$ cat src/rtl/char_hp_ctrl.sv
// Player health FSM: bounding-box overlap and attack-pulse damage, frame-counted invulnerability, heal, death.
// Every output is registered and changes one clk after its cause; contact damage takes two. No backpressure: events are sampled every cycle.
module char_hp_ctrl #(
  parameter int MAX_HP        = 5,
  parameter int DMG           = 1,
  parameter int INVULN_FRAMES = 60
) (
  input  logic        clk,
  input  logic        rst,
  input  logic        frame_tick,
  input  logic        game_start,
  input  logic [1:0]  game_active,
  input  logic [11:0] char_x,
  input  logic [11:0] char_y,
  input  logic [11:0] char_lng,
  input  logic [11:0] char_hgt,
  input  logic [11:0] boss_x,
  input  logic [11:0] boss_y,
  input  logic [11:0] boss_lng,
  input  logic [11:0] boss_hgt,
  input  logic        boss_attack_hit,
  input  logic        heal_req,
  output logic [3:0]  char_hp,
  output logic        invuln,
  output logic        hit_pulse,
  output logic        char_dead
);

  typedef enum logic [1:0] {IDLE, ALIVE, INVULN, DEAD} state_t;

  localparam logic [3:0] MAX_HP_L = 4'(MAX_HP);
  localparam logic [3:0] DMG_L    = 4'(DMG);
  localparam logic [7:0] INV_L    = 8'(INVULN_FRAMES);

  state_t      state_q, state_d;
  logic [3:0]  hp_q, hp_d;
  logic [7:0]  inv_cnt_q, inv_cnt_d;
  logic        overlap_q, overlap_d;
  logic        invuln_q, invuln_d;
  logic        hit_pulse_q, hit_pulse_d;
  logic        char_dead_q, char_dead_d;

  logic        run;
  logic        dmg_evt;
  logic [3:0]  heal_hp;
  logic [3:0]  dmg_hp;

  // Sums are widened to 13 bits so large boxes near the screen edge cannot wrap.
  always_comb begin
    overlap_d = ({1'b0, char_x} < ({1'b0, boss_x} + {1'b0, boss_lng})) &&
                ({1'b0, boss_x} < ({1'b0, char_x} + {1'b0, char_lng})) &&
                ({1'b0, char_y} < ({1'b0, boss_y} + {1'b0, boss_hgt})) &&
                ({1'b0, boss_y} < ({1'b0, char_y} + {1'b0, char_hgt}));
  end

  assign run     = (game_active == 2'b01);
  assign dmg_evt = (frame_tick & overlap_q) | boss_attack_hit;
  assign heal_hp = (hp_q < MAX_HP_L) ? hp_q + 4'd1 : MAX_HP_L;
  assign dmg_hp  = (hp_q > DMG_L) ? hp_q - DMG_L : 4'd0;

  always_comb begin
    state_d     = state_q;
    hp_d        = hp_q;
    inv_cnt_d   = inv_cnt_q;
    hit_pulse_d = 1'b0;
    if (game_start) begin
      state_d   = ALIVE;
      hp_d      = MAX_HP_L;
      inv_cnt_d = 8'd0;
    end else begin
      case (state_q)
        IDLE: begin
          hp_d = MAX_HP_L;
        end
        ALIVE: begin
          if (run) begin
            if (dmg_evt) begin
              hit_pulse_d = 1'b1;
              hp_d        = dmg_hp;
              if (dmg_hp == 4'd0) begin
                state_d = DEAD;
              end else begin
                state_d   = INVULN;
                inv_cnt_d = INV_L;
              end
            end else if (heal_req) begin
              hp_d = heal_hp;
            end
          end
        end
        INVULN: begin
          if (run) begin
            if (heal_req) hp_d = heal_hp;
            if (frame_tick) begin
              if (inv_cnt_q == 8'd1) begin
                state_d   = ALIVE;
                inv_cnt_d = 8'd0;
              end else begin
                inv_cnt_d = inv_cnt_q - 8'd1;
              end
            end
          end
        end
        DEAD: begin
          hp_d = 4'd0;
        end
        default: begin
          state_d = IDLE;
          hp_d    = MAX_HP_L;
        end
      endcase
    end
    invuln_d    = (state_d == INVULN);
    char_dead_d = (state_d == DEAD);
  end

  always_ff @(posedge clk) begin
    if (rst) begin
      state_q     <= IDLE;
      hp_q        <= MAX_HP_L;
      inv_cnt_q   <= 8'd0;
      overlap_q   <= 1'b0;
      invuln_q    <= 1'b0;
      hit_pulse_q <= 1'b0;
      char_dead_q <= 1'b0;
    end else begin
      state_q     <= state_d;
      hp_q        <= hp_d;
      inv_cnt_q   <= inv_cnt_d;
      overlap_q   <= overlap_d;
      invuln_q    <= invuln_d;
      hit_pulse_q <= hit_pulse_d;
      char_dead_q <= char_dead_d;
    end
  end

  assign char_hp   = hp_q;
  assign invuln    = invuln_q;
  assign hit_pulse = hit_pulse_q;
  assign char_dead = char_dead_q;

endmodule

$ cat config.mk
export PLATFORM = sky130hd
export DESIGN_NAME = char_hp_ctrl
export DESIGN_NICKNAME = d
export VERILOG_FILES = /design/src/rtl/char_hp_ctrl.sv
export SDC_FILE = /design/constraint.sdc
export NUM_CORES = 1
export LEC_CHECK = 0
export ABC_AREA = 1
export BUFFER_PORTS_ARGS = -buffer_cell sky130_fd_sc_hd__clkbuf_2
export CORE_UTILIZATION = 45
export DETAILED_ROUTE_END_ITERATION = 8
export GPL_TIMING_DRIVEN = 0
export HOLD_SLACK_MARGIN = 0.02
export PLACE_DENSITY = 0.66
export SLEW_MARGIN = 20
export SYNTH_ARGS = -nofsm -noshare
export SYNTH_HDL_FRONTEND = slang
export SYNTH_SLANG_ARGS = --single-unit
$ cat constraint.sdc
create_clock -name clk -period 4.1 [get_ports clk]
set_input_delay 0.615 -clock clk [delete_from_list [all_inputs] [get_ports clk]]
set_output_delay 0.615 -clock clk [all_outputs]
set_load 0.05 [all_outputs]
## Yosys cells after proc, flatten, opt, wreduce, memory -nomap -nowiden

Index checks and enable logic that the tools add are counted.

- Register bits after elaboration: 18
- Bits of input ports: 104
- Logic and storage cells: 69

- Add/subtract/negate cells: 7
- Order comparisons: 6
- Eq/ne operators: 12
- Mux-type cells: 23
- Bitwise operators: 4
- Reductions and logical operators: 10

Operator list:

| kind | count |
|---|---|
| 12-bit by 12-bit adder with 13-bit output | 4 |
| 12-bit by 13-bit < comparator with 1-bit output | 4 |
| 8-bit two-way mux | 6 |
| 4-bit two-way mux | 6 |
| 4-bit case mux with 4 select lines | 1 |
| 8-bit case mux with 2 select lines | 1 |
| 2-bit two-way mux | 6 |
| 2-bit != test (second input constant) | 5 |
| 2-bit == test (second input constant) | 4 |
| 8-bit by 1-bit == test with 1-bit output (second input constant) | 1 |
| 8-bit by 1-bit subtractor with 8-bit output (second input constant) | 1 |
| 6-bit AND reduction | 1 |
| 4-bit by 1-bit adder with 4-bit output (second input constant) | 1 |
| 2-bit by 1-bit == test with 1-bit output (second input constant) | 2 |
| 4-bit by 1-bit greater-than comparator with 1-bit output (second input constant) | 1 |
| 4-bit zero test | 1 |
| 4-bit by 3-bit < comparator with 1-bit output (second input constant) | 1 |
| 2-bit case mux with 2 select lines | 1 |
| 4-bit OR reduction | 1 |
| 4-bit by 1-bit subtractor with 4-bit output (second input constant) | 1 |
| 1-bit logical AND | 3 |
| 2-bit zero test | 1 |
| 1-bit two-way mux | 2 |
| 1-bit NOT | 2 |
| other kinds (5) | 5 |

## Logic depth before layout (Yosys ltp)

Gate-level depths: netlist of run 1.

- Depth in word-level cells: 9
- Depth in mapped cells: 18
- Gate-level depth less buffers: 18

## Worst setup path before layout of run 1

Ideal clock, no wire load.

- Path type: in2reg
- Start point: input port char_x[0]
- End point: register overlap_q
- Setup time: 64 ps
- Arrival: 2639 ps
- Required time: 4036 ps
- Slack: 1397 ps
- Stages on the path: 16
- Path buffers: 0
- Cell sequence: ha_1 -> inv_1 -> fa_1 -> nor2_1 -> nor2_1 -> inv_1 -> a21oi_1 -> o211a_1 -> xor2_1 -> ha_1 -> a21oi_1 -> nand3b_1 -> nand2_1 -> nor2_1 -> nand3_1 -> nor2_1

- Word-level cells in the longest chain between the ends: 5
- Elaborated cells on any way between the ends: 6

Ends and longest elaborated chain:

| item | RTL line | source |
|---|---|---|
| start, declared | 13 | `input logic [11:0] char_x,` |
| 12-bit by 12-bit adder with 13-bit output | 51 | `({1'b0, boss_x} < ({1'b0, char_x} + {1'b0, char_lng})) &&` |
| 12-bit by 13-bit < comparator with 1-bit output | 51 |  |
| 1-bit logical AND * | 50 | `overlap_d = ({1'b0, char_x} < ({1'b0, boss_x} + {1'b0, boss_lng})) &&` |
| 1-bit logical AND * | 51 |  |
| 1-bit logical AND * | 52 | `({1'b0, char_y} < ({1'b0, boss_y} + {1'b0, boss_hgt})) &&` |
| end signal, assigned | 130 | `overlap_q <= overlap_d;` |
| end, declared | 38 | `logic overlap_q, overlap_d;` |

Mark *: on every way between the ends. The rest lies on a longest branch, timed or not.
A chain may end at the register's enable or synchronous reset.

## Worst setup path in the final report of run 1

- Start point: input port char_y[0]
- End point: register overlap_q

- Word-level cells in the longest chain between the ends: 3
- Elaborated cells on any way between the ends: 5

Ends and longest elaborated chain:

| item | RTL line | source |
|---|---|---|
| start, declared | 14 | `input logic [11:0] char_y,` |
| 12-bit by 12-bit adder with 13-bit output / 12-bit by 13-bit < comparator with 1-bit output (equally long branches) | 53, 52 |  |
| 12-bit by 13-bit < comparator with 1-bit output / 1-bit logical AND (equally long branches) | 53, 51 |  |
| 1-bit logical AND * | 52 |  |

Marks and branches as above.

==> results of run 1 <==
[logic make-up after synthesis]
family / after synthesis / share of synthesized area (%)
compound gates: 138 / 18.2
flops: 18 / 8.48
fa+ha+maj: 104 / 31.3
simple gates: 259 / 27.2
buf+inv: 72 / 6.36
xor+xnor: 41 / 8.45
[worst max path at each step]
stage	startpoint	end	slack [ps]	cells past startpoint
floorplan	char_x[0]	overlap_q	1400	16
global placement	char_y[0]	overlap_q	910	15
detailed placement	char_y[0]	overlap_q	880	15
CTS	char_y[0]	overlap_q	1150	15
global route	char_y[0]	overlap_q	920	15
finish	char_y[0]	overlap_q	1140	15
[cell usage after synthesis, types with 2 or more instances]
library cell / instances
a211oi_1: 2
a21boi_0: 4
a21o_1: 7
a21oi_1: 70
a21oi_2: 4
a31oi_1: 9
dfxtp_1: 18
fa_1: 4
ha_1: 100
inv_1: 68
inv_2: 3
nand2_1: 126
nand2_2: 2
nand3_1: 33
nand3b_1: 4
nand4_1: 19
nor2_1: 61
nor2_8: 2
nor3_1: 4
o21ai_0: 27
o21ai_1: 8
xnor2_1: 16
xor2_1: 25
[tightest hold or removal path, stage by stage (launching register included)]
cell	delay [ps]
dfxtp_1	330
nand2_1	70
a21oi_1	50
[metrics by stage]
step	power (mW)	setup WS [ps]	utilization (%)	instance area, sq um
final	1.00	1140	54.3	4990
after global routing	1.12	917	54.3	4990
after CTS	1.01	1150	54.3	4990
after detailed placement	0.855	881	53.7	4940
after global placement	0.837	915	53.7	4940
after floorplan	0.674	1400	-	4250
[layout make-up]
cell class | count | area (sq um)
fill | 944 | 4200
multi-input combinational | 542 | 3620
timing repair buffer | 110 | 551
sequential | 18 | 360
inverter | 72 | 270
tap | 111 | 139
clock buffer | 4 | 55.1
[routing by layer]
metal / up-vias / GRT usage, %
met5: - / 0
met4: 0 / 3.05
met1: 1941 / 31.1
met3: 7 / 1.41
met2: 121 / 36.6
li1: 2415 / -
[sequential cells by signal (all words and copies together), names as in the netlist]
signal and flops:
char_hp 4, state_q 2, overlap_q 1, char_dead 1, hit_pulse 1, inv_cnt_q 8, invuln 1
[power by group through the flow]
stage,Clock (mW),Combinational (mW),Sequential (mW)
floorplan,0,0.483,0.191
global placement,0,0.648,0.189
detailed placement,0,0.667,0.188
CTS,0.151,0.671,0.184
global route,0.157,0.776,0.185
finish,0.149,0.671,0.185
==> results.ini, run 1 <==
[status]
status = finished clean

[logic_synthesis]
yosys.area.top_type_share_pct = 29.4
syn_area_sq_um = 4250
yosys-top-cells-area = ha_1 29%, nand2_1 11%, dfxtp_1 8.5%
synth_cell_types = 39
ys_ff_latch = 18
ys.warnings.count = 0
synth_top_area_cell = ha_1
postSynthAreaPerCell_sq_um = 6.73
synth_cells = 632
synth-main-ff-cell = dfxtp_1
synthArstFlopShare_pct = 0
synth-edff-count = 0
ys_seq_area_share_pct = 8.48
syn-num-nets = 840

[timing]
holdWs_ps = 488
post-route-period-util_pct = 72.1
slew_headroom_pct = 70.9
hold_viol = 0
setup_viol = 0
clock_skew_ps = 0.955
rsz0062_at_grt = false
fmax_mhz = 338
period_needed_ps = 2960
slew_viol_final = 0
fin_setup_tns_ps = 0
worst_pin_slew_ps = 434

[clocking]
cts.path.max_buffers = 2
cts.reportedPaths.clkPinSlew_ps = 70
root_buffer = clkbuf_8
postCtsResizedCells = 0
cts_setup_buffers = 0
cts_tree = done
clk_latency_ps = 260
ctsHoldBuffers = 0
numCtsBuffers = 3
htree_levels = 1
cts.sinks = 18

[job]
drv_cap = 0

[hold_path]
hold_start = inv_cnt_q[1]
holdCritPathClass = reg -> reg
hold_path_depth = 2
holdPathEnd = inv_cnt_q[1]

[layout]
final_nets = 955
most-common-layout-cells = 126 x nand2_1, 110 x clkbuf_2, 100 x ha_1
areaGrowthSynthToFinish_pct = 17.5
drive_above_1_share_pct = 17.4
stdcell_count = 857
diodes = 0
final_common_cell = nand2_1

[drt]
highest_layer = met4
ant_nets = 0
drt_drc_violations_left = 0
met1_length_mm = 5.26
drtIter0Drc = 198
wl_met3_microns = 545
first_pass_iters = 5
dr_total_vias = 4484
wl_met2_mm = 4.68
wire_per_inst_microns = 12.3
viasPerCell = 5.23
totalWireLength_mm = 10.5

[pwr]
p_leak_nw = 2.67
peakVddDrop_mv = 0.135
clock_power_share_pct = 14.8
swShare_pct = 44.8
power.density_nw_per_um2 = 201
power_frac_comb_pct = 66.8
internal_power_mw = 0.555
p_switching_mw = 0.449
p_seq_share_pct = 18.4

[critical_path]
r2r_slack_ps = 2100
required_ps = 4280
worstSetupPathType = in -> reg
cp_top_family = compound AO/OA/AOI/OAI gates
critPathMaxFanout = 4
cp_num_buf_inv = 2
slowest_delay_ps = 410
path_cells = clkbuf_2, ha_1, inv_1, fa_1, o21ai_1, a31oi_1, xor2_1, ha_1, a21oi_1, nor2_1, a211oi_1, nand2_1, nand3b_1, nand3_1, nor2_1
critPathSlowestCell = fa_1
r2r-end = inv_cnt_q[6]
crit_arrival_ps = 3140
cp-end-kind = register
start_kind = primary input
rr_worst_depth = 10
reg2reg_from = char_hp[0]

[floorplanning]
ios = 111
coreArea_sq_um = 9200
fp.dieW_microns = 99.2
die_h_microns = 99.2
die_area_sq_um = 9840
rows = 35
start_util_pct = 46.2

[global_route]
track_usage_pct = 21.7
grt_pass1_vias = 4109
grt_pass1_wl_mm = 17.8
overflow = 0
antenna_found_initial = 0
grt_max_degree = 11

[placed_design]
globalplace.congestion = 0.863
placed_cells = 853
port_buffers = 110
detailed_place_hpwl_mm = 9.41

No activity file was read; power rests on OpenSTA's default activity.
==> run 2, diff against run 1 <==
- PLACE_DENSITY: 0.66 -> 0.68
- clock period: 4.1 -> 2.7 ns (I/O delays scaled with it)
==> run 2 against run 1 <==
  * Sequential share of layout area shrank 0.12 points
  * Utilization grew 0.90 points
  * Global-route usage is 0.42 points lower
  * First-iteration DRC count rose by 11%
  * Clock-buffer cell count is the same
  * Critical path depth unchanged
  * Register-to-register slack got worse by 1400 ps
  * Sequential cell count is the same
  * Largest power group unchanged
  * Sequential power rose by 52%
  * Final cell count rose by 0.35%
  * Clock power grew 50%
  * Routed wire length increased by 1.6%
==> results.ini, run 2 (synthesis gave the netlist of run 1 again) <==
[timing]
slew_viol_final = 0  ; unchanged
clock_skew_ps = 2.23  ; +1.28 ps
worst_pin_slew_ps = 388  ; -46.0 ps
fmax_mhz = 390
holdWs_ps = 357  ; -131 ps
post-route-period-util_pct = 95.0
hold_viol = 0  ; unchanged
fin_ws_ps = 134  ; -1010 ps
setup_viol = 0  ; unchanged
period_needed_ps = 2570
slew_headroom_pct = 73.8  ; +3.0 points

[hold_path]
holdCritPathClass = in -> reg
hold_path_depth = 2  ; unchanged

[clocking]
cts.sinks = 18  ; unchanged
ctsHoldBuffers = 0  ; unchanged
cts.reportedPaths.clkPinSlew_ps = 70  ; about the same
cts.path.max_buffers = 2  ; unchanged
numCtsBuffers = 3  ; unchanged
htree_levels = 1  ; unchanged
clk_latency_ps = 260  ; about the same
cts_tree = done
root_buffer = clkbuf_8

[drt]
drt_drc_violations_left = 0  ; unchanged
first_pass_iters = 5  ; unchanged
wire_per_inst_microns = 12.4  ; +1.2%
ant_nets = 0  ; unchanged
drtIter0Drc = 220  ; +11%
dr_total_vias = 4506  ; +0.49%
viasPerCell = 5.24  ; +0.14%
totalWireLength_mm = 10.7  ; +1.6%

[pwr]
p_total_mw = 1.55  ; +55%
p_leak_nw = 2.69  ; +0.73%
power.density_nw_per_um2 = 306  ; +52%
peakVddDrop_mv = 0.149  ; +11%

[critical_path]
cp_top_family = adder cells
required_ps = 2890  ; -1390 ps
crit_arrival_ps = 2760  ; -380 ps
path_depth = 15  ; unchanged
cp-end-kind = register
slowest_delay_ps = 440  ; +30 ps
start_kind = primary input
cp_num_buf_inv = 2  ; unchanged
critPathSlowestCell = fa_1
critPathMostFrequentCell = ha_1
critPathMaxFanout = 4  ; unchanged
path_cells = clkbuf_2, ha_1, inv_1, fa_1, o21ai_4, a31oi_1, xor2_1, ha_1, a21oi_1, nor2_1, a211oi_1, nand2_1, nand3b_1, nand3_1, nor2_2
worstSetupPathType = in -> reg
rr_worst_depth = 10  ; unchanged

[job]
drv_cap = 0  ; unchanged

[layout]
final_common_cell = nand2_1
drive_above_1_share_pct = 19.6  ; +2.2 points
utilization_pct = 55.2  ; +0.90 points
final_nets = 958  ; +0.31%
most-common-layout-cells = 125 x nand2_1, 110 x clkbuf_2, 99 x ha_1
largest_reg_flops = 8  ; unchanged
diodes = 0  ; unchanged
top_register = inv_cnt_q
stdcell_count = 860  ; +0.35%
areaGrowthSynthToFinish_pct = 19.5
fillers = 943  ; -0.11%

[placed_design]
globalplace.congestion = 0.886  ; +2.6%
port_buffers = 110  ; unchanged
detailed_place_hpwl_mm = 9.43  ; +0.25%
dp_slack_ps = -268  ; -1150 ps
placed_cells = 853  ; unchanged

[floorplanning]
fp.dieW_microns = 99.2  ; unchanged
die_h_microns = 99.2  ; unchanged
die_area_sq_um = 9840  ; unchanged
rows = 35  ; unchanged
start_util_pct = 46.2  ; unchanged
ios = 111  ; unchanged
coreArea_sq_um = 9200  ; unchanged

[status]
status = finished clean

[global_route]
grt_pass1_wl_mm = 17.6  ; -1.1%
track_usage_pct = 21.3  ; -0.42 points
antenna_found_initial = 0  ; unchanged
overflow = 0  ; unchanged
grt_pass1_vias = 4099  ; -0.24%
grt_max_degree = 11  ; unchanged

==> run 2: changes by cell type in the layout (fill, tap and decap cells not counted), moves of 3 or more <==
cell      before  now
nor2_1        61   57
a21oi_1       70   67
a21boi_0       4    0
buf_4          0    3
a21oi_2        4    7
==> run 2: cell type report <==
cell class	instances	area [sq um]	share of cell area (%)
inverters	72	270	5.32
flip-flops and latches	18	360	7.10
well taps	111	139	2.74
repair buffers	113	573	11.3
clock buffers	4	55.1	1.08
multi-input cells	542	3680	72.5
==> run 2: metrics by stage <==
| step | instance area [sq um] | TNS, ps |
|---|---|---|
| after floorplan | 4250 | 0 |
| after global placement | 4940 | -270 |
| after detailed placement | 4940 | -268 |
| after CTS | 5000 | 0 |
| after global routing | 5080 | -15.7 |
| final | 5080 | 0 |
==> run 2: timing repair <==
action                                 CTS  global route
setup buffers                            0             3
endpoints found under the hold margin    0             0
pin swaps                                0             8
setup endpoints to repair                1             1
resized for setup                        1            20
==> run 2: final timing paths <==
check                    start           end  slack, ps
setup / recovery     char_y[0]     overlap_q        130
hold / removal             rst    state_q[0]        360
setup reg to reg    char_hp[0]  inv_cnt_q[1]        670
hold reg to reg   inv_cnt_q[6]  inv_cnt_q[6]        500
==> run 2: power breakdown <==
| group | switching, mW | internal, mW | leakage, nW |
|---|---|---|---|
| Clock | 0.0944 | 0.130 | 0.0288 |
| Combinational | 0.593 | 0.456 | 2.52 |
| Sequential | 0.00719 | 0.274 | 0.146 |
==> run 2: metal layers <==
metal  routed length [microns]  vias up  GRT usage [%]
li1                          -     2423              -
met1                      5250     1952           30.2
met2                      4850      123           36.3
met3                       542        8           1.26
met4                        66        0           3.28
met5                         0        -              0
